File: src/rtl/efuse_pkg.sv
// Shared eFuse definitions: macro geometry, read FSM state type, timing helpers.
package efuse_pkg;

  localparam int EFUSE_BITS   = 256;
  localparam int EFUSE_AW     = 8;
  localparam int AENL_CYC_DEF = 4;
  localparam int TMR_W        = 10;

  // Read-path FSM states; the write path keeps its own enum type.
  typedef enum logic [1:0] {
    IDLE  = 2'd0,
    SETUP = 2'd1,
    AEN_H = 2'd2,
    AEN_L = 2'd3
  } efuse_rd_state_e;

  // Terminal count for the AEN high phase: max(trd,1)-1.
  function automatic logic [TMR_W-1:0] trd_term(input logic [TMR_W-1:0] trd);
    return (trd == '0) ? '0 : trd - 1'b1;
  endfunction

  // First fuse address of word 'sel' for 'nw'-bit words, 8-bit result.
  function automatic logic [EFUSE_AW-1:0] word_base(input int unsigned nw,
                                                    input int unsigned sel);
    int unsigned prod;
    prod = nw * sel;
    return prod[EFUSE_AW-1:0];
  endfunction

endpackage

File: src/rtl/efuse_pulse_timer.sv
// Generic 10-bit cycle counter with synchronous clear, enable and a
// terminal-count flag; shared by the eFuse read and write sequencers.
module efuse_pulse_timer
  import efuse_pkg::*;
(
  input  logic             clk,
  input  logic             rst,
  input  logic             clr,
  input  logic             en,
  input  logic [TMR_W-1:0] term,
  output logic             tc
);

  logic [TMR_W-1:0] cnt;

  // Count enabled cycles; clear wins over enable.
  always_ff @(posedge clk) begin
    if (rst || clr) begin
      cnt <= '0;
    end else if (en) begin
      cnt <= cnt + 1'b1;
    end
  end

  assign tc = (cnt == term);

endmodule

File: src/rtl/efuse_read.sv
// eFuse read controller: walks the NW bit addresses of one word, strobes AEN
// per bit and assembles the sampled DOUT bits into read_data.
// Optional build macro EFUSE_RD_AUTOLOAD_EN: when defined, word 0 is read
// automatically once after every reset release.
module efuse_read
  import efuse_pkg::*;
#(
  parameter  int NW       = 64,
  parameter  int WSEL     = EFUSE_BITS / NW,
  parameter  int AENL_CYC = AENL_CYC_DEF,
  localparam int SEL_W    = (WSEL > 1) ? $clog2(WSEL) : 1,
  localparam int BIT_W    = (NW > 1) ? $clog2(NW) : 1
) (
  input  logic                clk,
  input  logic                rst,
  input  logic [TMR_W-1:0]    rg_efuse_trd,
  input  logic [SEL_W-1:0]    read_sel,
  input  logic                read_start,
  output logic [NW-1:0]       read_data,
  output logic                read_done,
  output logic                busy_read,
  input  logic                efuse_dout_i,
  output logic                efuse_pgmen_o,
  output logic                efuse_rden_o,
  output logic                efuse_aen_o,
  output logic [EFUSE_AW-1:0] efuse_addr_o
);

  localparam logic [BIT_W-1:0] LAST_BIT = BIT_W'(NW - 1);
  localparam logic [TMR_W-1:0] AENL_TERM = TMR_W'(AENL_CYC - 1);

  efuse_rd_state_e  state;
  logic [BIT_W-1:0] bit_idx;
  logic             start_req;
  logic [SEL_W-1:0] sel_eff;
  logic             tmr_clr;
  logic [TMR_W-1:0] tmr_term;
  logic             tmr_tc;

`ifdef EFUSE_RD_AUTOLOAD_EN
  logic             autoload_pend;

  // Pending autoload behaves like a start request for word 0.
  always_comb begin
    start_req = read_start | autoload_pend;
    sel_eff   = autoload_pend ? '0 : read_sel;
  end
`else
  // Only an explicit request starts a read.
  always_comb begin
    start_req = read_start;
    sel_eff   = read_sel;
  end
`endif

  // The timer restarts on every phase change and is held clear while idle.
  assign tmr_clr  = (state == IDLE) || (state == SETUP) || tmr_tc;
  assign tmr_term = (state == AEN_H) ? trd_term(rg_efuse_trd) : AENL_TERM;

  efuse_pulse_timer u_timer (
    .clk  (clk),
    .rst  (rst),
    .clr  (tmr_clr),
    .en   (1'b1),
    .term (tmr_term),
    .tc   (tmr_tc)
  );

  // Read sequencer: accept, RDEN setup, then AEN high/low per bit.
  always_ff @(posedge clk) begin
    if (rst) begin
      state        <= IDLE;
      read_data    <= '0;
      read_done    <= 1'b0;
      efuse_addr_o <= '0;
      bit_idx      <= '0;
`ifdef EFUSE_RD_AUTOLOAD_EN
      autoload_pend <= 1'b1;
`endif
    end else begin
      unique case (state)
        IDLE: begin
          if (start_req) begin
            efuse_addr_o <= word_base(NW, 32'(sel_eff));
            bit_idx      <= '0;
            read_data    <= '0;
            read_done    <= 1'b0;
            state        <= SETUP;
`ifdef EFUSE_RD_AUTOLOAD_EN
            autoload_pend <= 1'b0;
`endif
          end
        end
        SETUP: begin
          state <= AEN_H;
        end
        AEN_H: begin
          if (tmr_tc) begin
            read_data[bit_idx] <= efuse_dout_i;
            state              <= AEN_L;
          end
        end
        AEN_L: begin
          if (tmr_tc) begin
            if (bit_idx == LAST_BIT) begin
              read_done    <= 1'b1;
              efuse_addr_o <= '0;
              state        <= IDLE;
            end else begin
              bit_idx      <= bit_idx + 1'b1;
              efuse_addr_o <= efuse_addr_o + 1'b1;
              state        <= AEN_H;
            end
          end
        end
        default: state <= IDLE;
      endcase
    end
  end

  assign busy_read     = (state != IDLE);
  assign efuse_rden_o  = (state != IDLE);
  assign efuse_aen_o   = (state == AEN_H);
  assign efuse_pgmen_o = 1'b0;

endmodule

File: config.mk
export PLATFORM = sky130hd
export DESIGN_NAME = efuse_read
export DESIGN_NICKNAME = d
export VERILOG_FILES = /design/src/rtl/efuse_pkg.sv /design/src/rtl/efuse_pulse_timer.sv /design/src/rtl/efuse_read.sv
export SDC_FILE = /design/constraint.sdc
export NUM_CORES = 1
export LEC_CHECK = 0
export ABC_AREA = 1
export CELL_PAD_IN_SITES_DETAIL_PLACEMENT = 1
export CELL_PAD_IN_SITES_GLOBAL_PLACEMENT = 2
export CORE_ASPECT_RATIO = 2
export CORE_MARGIN = 2
export CORE_UTILIZATION = 25
export DETAILED_ROUTE_END_ITERATION = 16
export HOLD_SLACK_MARGIN = 0.15
export PLACE_DENSITY = 0.79
export SLEW_MARGIN = 25
export SYNTH_ARGS = -nofsm -noshare
export SYNTH_HDL_FRONTEND = slang
export SYNTH_HIERARCHICAL = 1
export SYNTH_SLANG_ARGS = --single-unit
export TNS_END_PERCENT = 20
File: constraint.sdc
create_clock -name clk -period 2.3 [get_ports clk]
set_clock_uncertainty 0.05 [all_clocks]
set_input_delay 0.46 -clock clk [delete_from_list [all_inputs] [get_ports clk]]
set_output_delay 0.46 -clock clk [all_outputs]
set_load 0.02 [all_outputs]
==> impl_results.md, run 1 <==
- Status: complete, but fails checks
- Failing checks: setup timing
- Post-route non-filler standard cell count: 1120
- Routed WL: 17.9 mm
- CP max FO: 6
- Fin. Hold Viols: 0
- H-tree depth: 3
- Seq cells post-synth: 91
- Hpwl dp: 12.3 mm
- Nets: 881
- Max Fclk: 406 MHz
- Vias per cell: 4.75
- CTS root buf: clkbuf_16
- Max_cap viols: 0
- Initial core utilization: 0.256
- Synthesis-to-finish area growth: 51.8%
- Type of origin of the critical path: input port
- Yosys top cell by area: dfxtp_1
- Post-Synthesis Cells: 740
- CP Capture Type: flip-flop
- Syn. warnings: 6
- Most frequent cells in the layout: nand2_1 (117), nand3_1 (114), nor2_1 (98)
- RSZ-0062 raised after global routing: true
- Share of cells above drive strength 1: 0.205
- I/O pin cnt: 93
- Inserted Clock Buffers: 9
- Initial antenna violation count: 0
- Critical path cell sequence: buf_8 -> nor2_4 -> nand2_4 -> nor2_4 -> nand2_2 -> xor2_2 -> nor2_4 -> inv_1 -> nand2_1 -> nand2_1 -> nor2_2 -> nand2_1 -> nor2_1 -> inv_2 -> o21ai_4 -> clkbuf_16 -> buf_12 -> o21ai_0 -> nand2_1 -> a21oi_1
- Clock Sinks: 91
- Pin count of the biggest net entering global routing: 64
- Port-buffer cells: 91
- Synth top area share: 0.378
- Fin crit share: 1.07
- Global-route wire length before repair: 28.4 mm
- Leakage: 2.55 nW
- Core area: 0.0188 mm²
- Slew HR: 0.594
- Row count: 71
- Critical path's most frequent cell: nand2_1
- Final setup vio count: 73
- Mapped cell area: 0.00482 mm²
- Hold slack: 362 ps
- Tightest Pin Transition: 607 ps
- Worst skew pair latency: 350 ps
- Longest Clk Path Bufs: 2
- Power Density: 550 mW/mm²
- Remaining Overflow, GRT: 0
- Fin Setup TNS: -6390 ps
- Via count: 5325
- WP data required: 2460 ps
- Crit path kind: input port to flip-flop
- Worst endpoint data arrival time: 2620 ps
- Die Y: 200 µm
- # diodes: 0
- Total chip power: 4.03 mW
- Placed insts: 1090
- Worst path top cell family by delay: simple AND/OR/NAND/NOR gates
- Most common cell after layout, fill and taps aside: nand2_1
- Die area: 0.0205 mm²
- GPL Wtd Cong: 0.775
- Die X: 102 µm
- DRC: 0
- Wirelength per Cell: 16.0 µm
- Slew Limit Fails: 0
- Buffers & Inverters on Critical Path: 5
- Vias in the first global route: 5425
- Min Tclk post-route: 2460 ps
- Max rail drop VDD: 0.302 mV
- Syn avg cell area: 6.52 µm²
- Detailed Route Iter0 Violations: 182
- # hold bufs at CTS: 0
- Clk pin slew, worst setup/hold paths: 70 ps
- DR pass1 iterations: 4
- Slowest cell on crit path: o21ai_4
- Worst Hold Class: input port to flip-flop
- Post-synthesis sequential area ratio: 0.378
- Dpl cell area: 0.00634 mm²
- CTS tree: done
- Yosys cell types: 31
- Worst setup margin: -164 ps
- Number of nets with antenna violations after routing: 0
- Max stage delay on crit path: 250 ps
- Total routing usage reported by global routing: 0.176
- Synth area leaders: dfxtp_1 (38%), nand3_1 (13%), nand2_1 (11%), nor2_1 (9.4%), a21oi_1 (8.8%)
- Post-route cell area: 0.00732 mm²
-- routing by layer --
metal / global-route usage / share of wire
met1: 0.196 / 0.38
met2: 0.330 / 0.58
met3: 0.0192 / 0.024
met4: 0.0671 / 0.013
met5: 0 / 0
-- timing repair --
action,in CTS,in global routing
gates resized for setup,95,65
setup endpoints to repair,91,91
hold endpoints to repair,0,0
pin swaps,40,38
gates cloned,4,7
buffers inserted,5,0
-- registers in the layout (all words and copies together), names as in the netlist --
| register | flops |
|---|---|
| read_done | 1 |
| state | 2 |
| read_data | 64 |
| bit_idx | 6 |
| efuse_addr_o | 8 |
| u_timer/cnt | 10 |
-- path summary, 6_finish.rpt --
path,startpoint,endpoint,slack (ps),cells after the start
max,rg_efuse_trd[1],read_data[23]$_SDFFE_PP0P_,-160,20
min,rst,state[1]$_SDFFE_PP0P_,360,2
max reg2reg,state[0]$_SDFFE_PP0P_,read_data[23]$_SDFFE_PP0P_,-120,19
min reg2reg,read_data[53]$_SDFFE_PP0P_,read_data[53]$_SDFFE_PP0P_,410,2
-- Yosys cell counts, drive strengths merged --
library cell / n
nand2: 138
nor2: 126
nand3: 124
dfxtp: 91
a21oi: 85
inv: 48
o21ai: 47
buf: 31
clkbuf: 10
nor3: 9
xor2: 8
xnor2: 5
ha: 4
nand4: 3
clkinv: 2
conb: 2
o21a: 2
o21bai: 2
and3: 1
nor3b: 1
or2: 1
-- metrics by stage --
stage / utilization / worst slack (ps)
after floorplan: - / 4.82
final: 0.389 / -164
after detailed placement: 0.337 / -919
after global placement: 0.337 / -899
after global routing: 0.389 / -300
after CTS: 0.372 / -129
-- power breakdown --
group / leakage [nW] / switching, mW / internal (mW)
clock: 0.162 / 0.647 / 1.01
sequential: 0.734 / 0.0192 / 1.59
combinational: 1.65 / 0.434 / 0.328
-- cell type report --
cell class | instances | area, µm²
fillers | 2331 | 11500
multi-input cells | 564 | 3020
flip-flops and latches | 91 | 1820
repair buffers | 145 | 1640
well taps | 255 | 319
clock buffers | 11 | 253
inverters | 50 | 193
clock inverters | 4 | 73.8
-- cell families after synthesis --
kind of cell	Yosys count	synth area share
xor+xnor	13	0.0236
other cells	2	0.00156
fa+ha+maj	4	0.0104
compound gates	136	0.147
flops	91	0.378
simple gates	403	0.358
buf+inv	91	0.0817
Note: power is estimated with default switching activity, not from simulation.
==> run 2: changes to the inputs <==
--- a/config.mk
+++ b/config.mk
@@ -11,6 +11,7 @@
 export CORE_ASPECT_RATIO = 2
 export CORE_MARGIN = 2
 export CORE_UTILIZATION = 25
+export CTS_CLUSTER_DIAMETER = 120
 export DETAILED_ROUTE_END_ITERATION = 16
 export HOLD_SLACK_MARGIN = 0.15
 export PLACE_DENSITY = 0.79
==> results of run 2 <==
No change in the layout: final DEF, timing and power equal those of run 1.
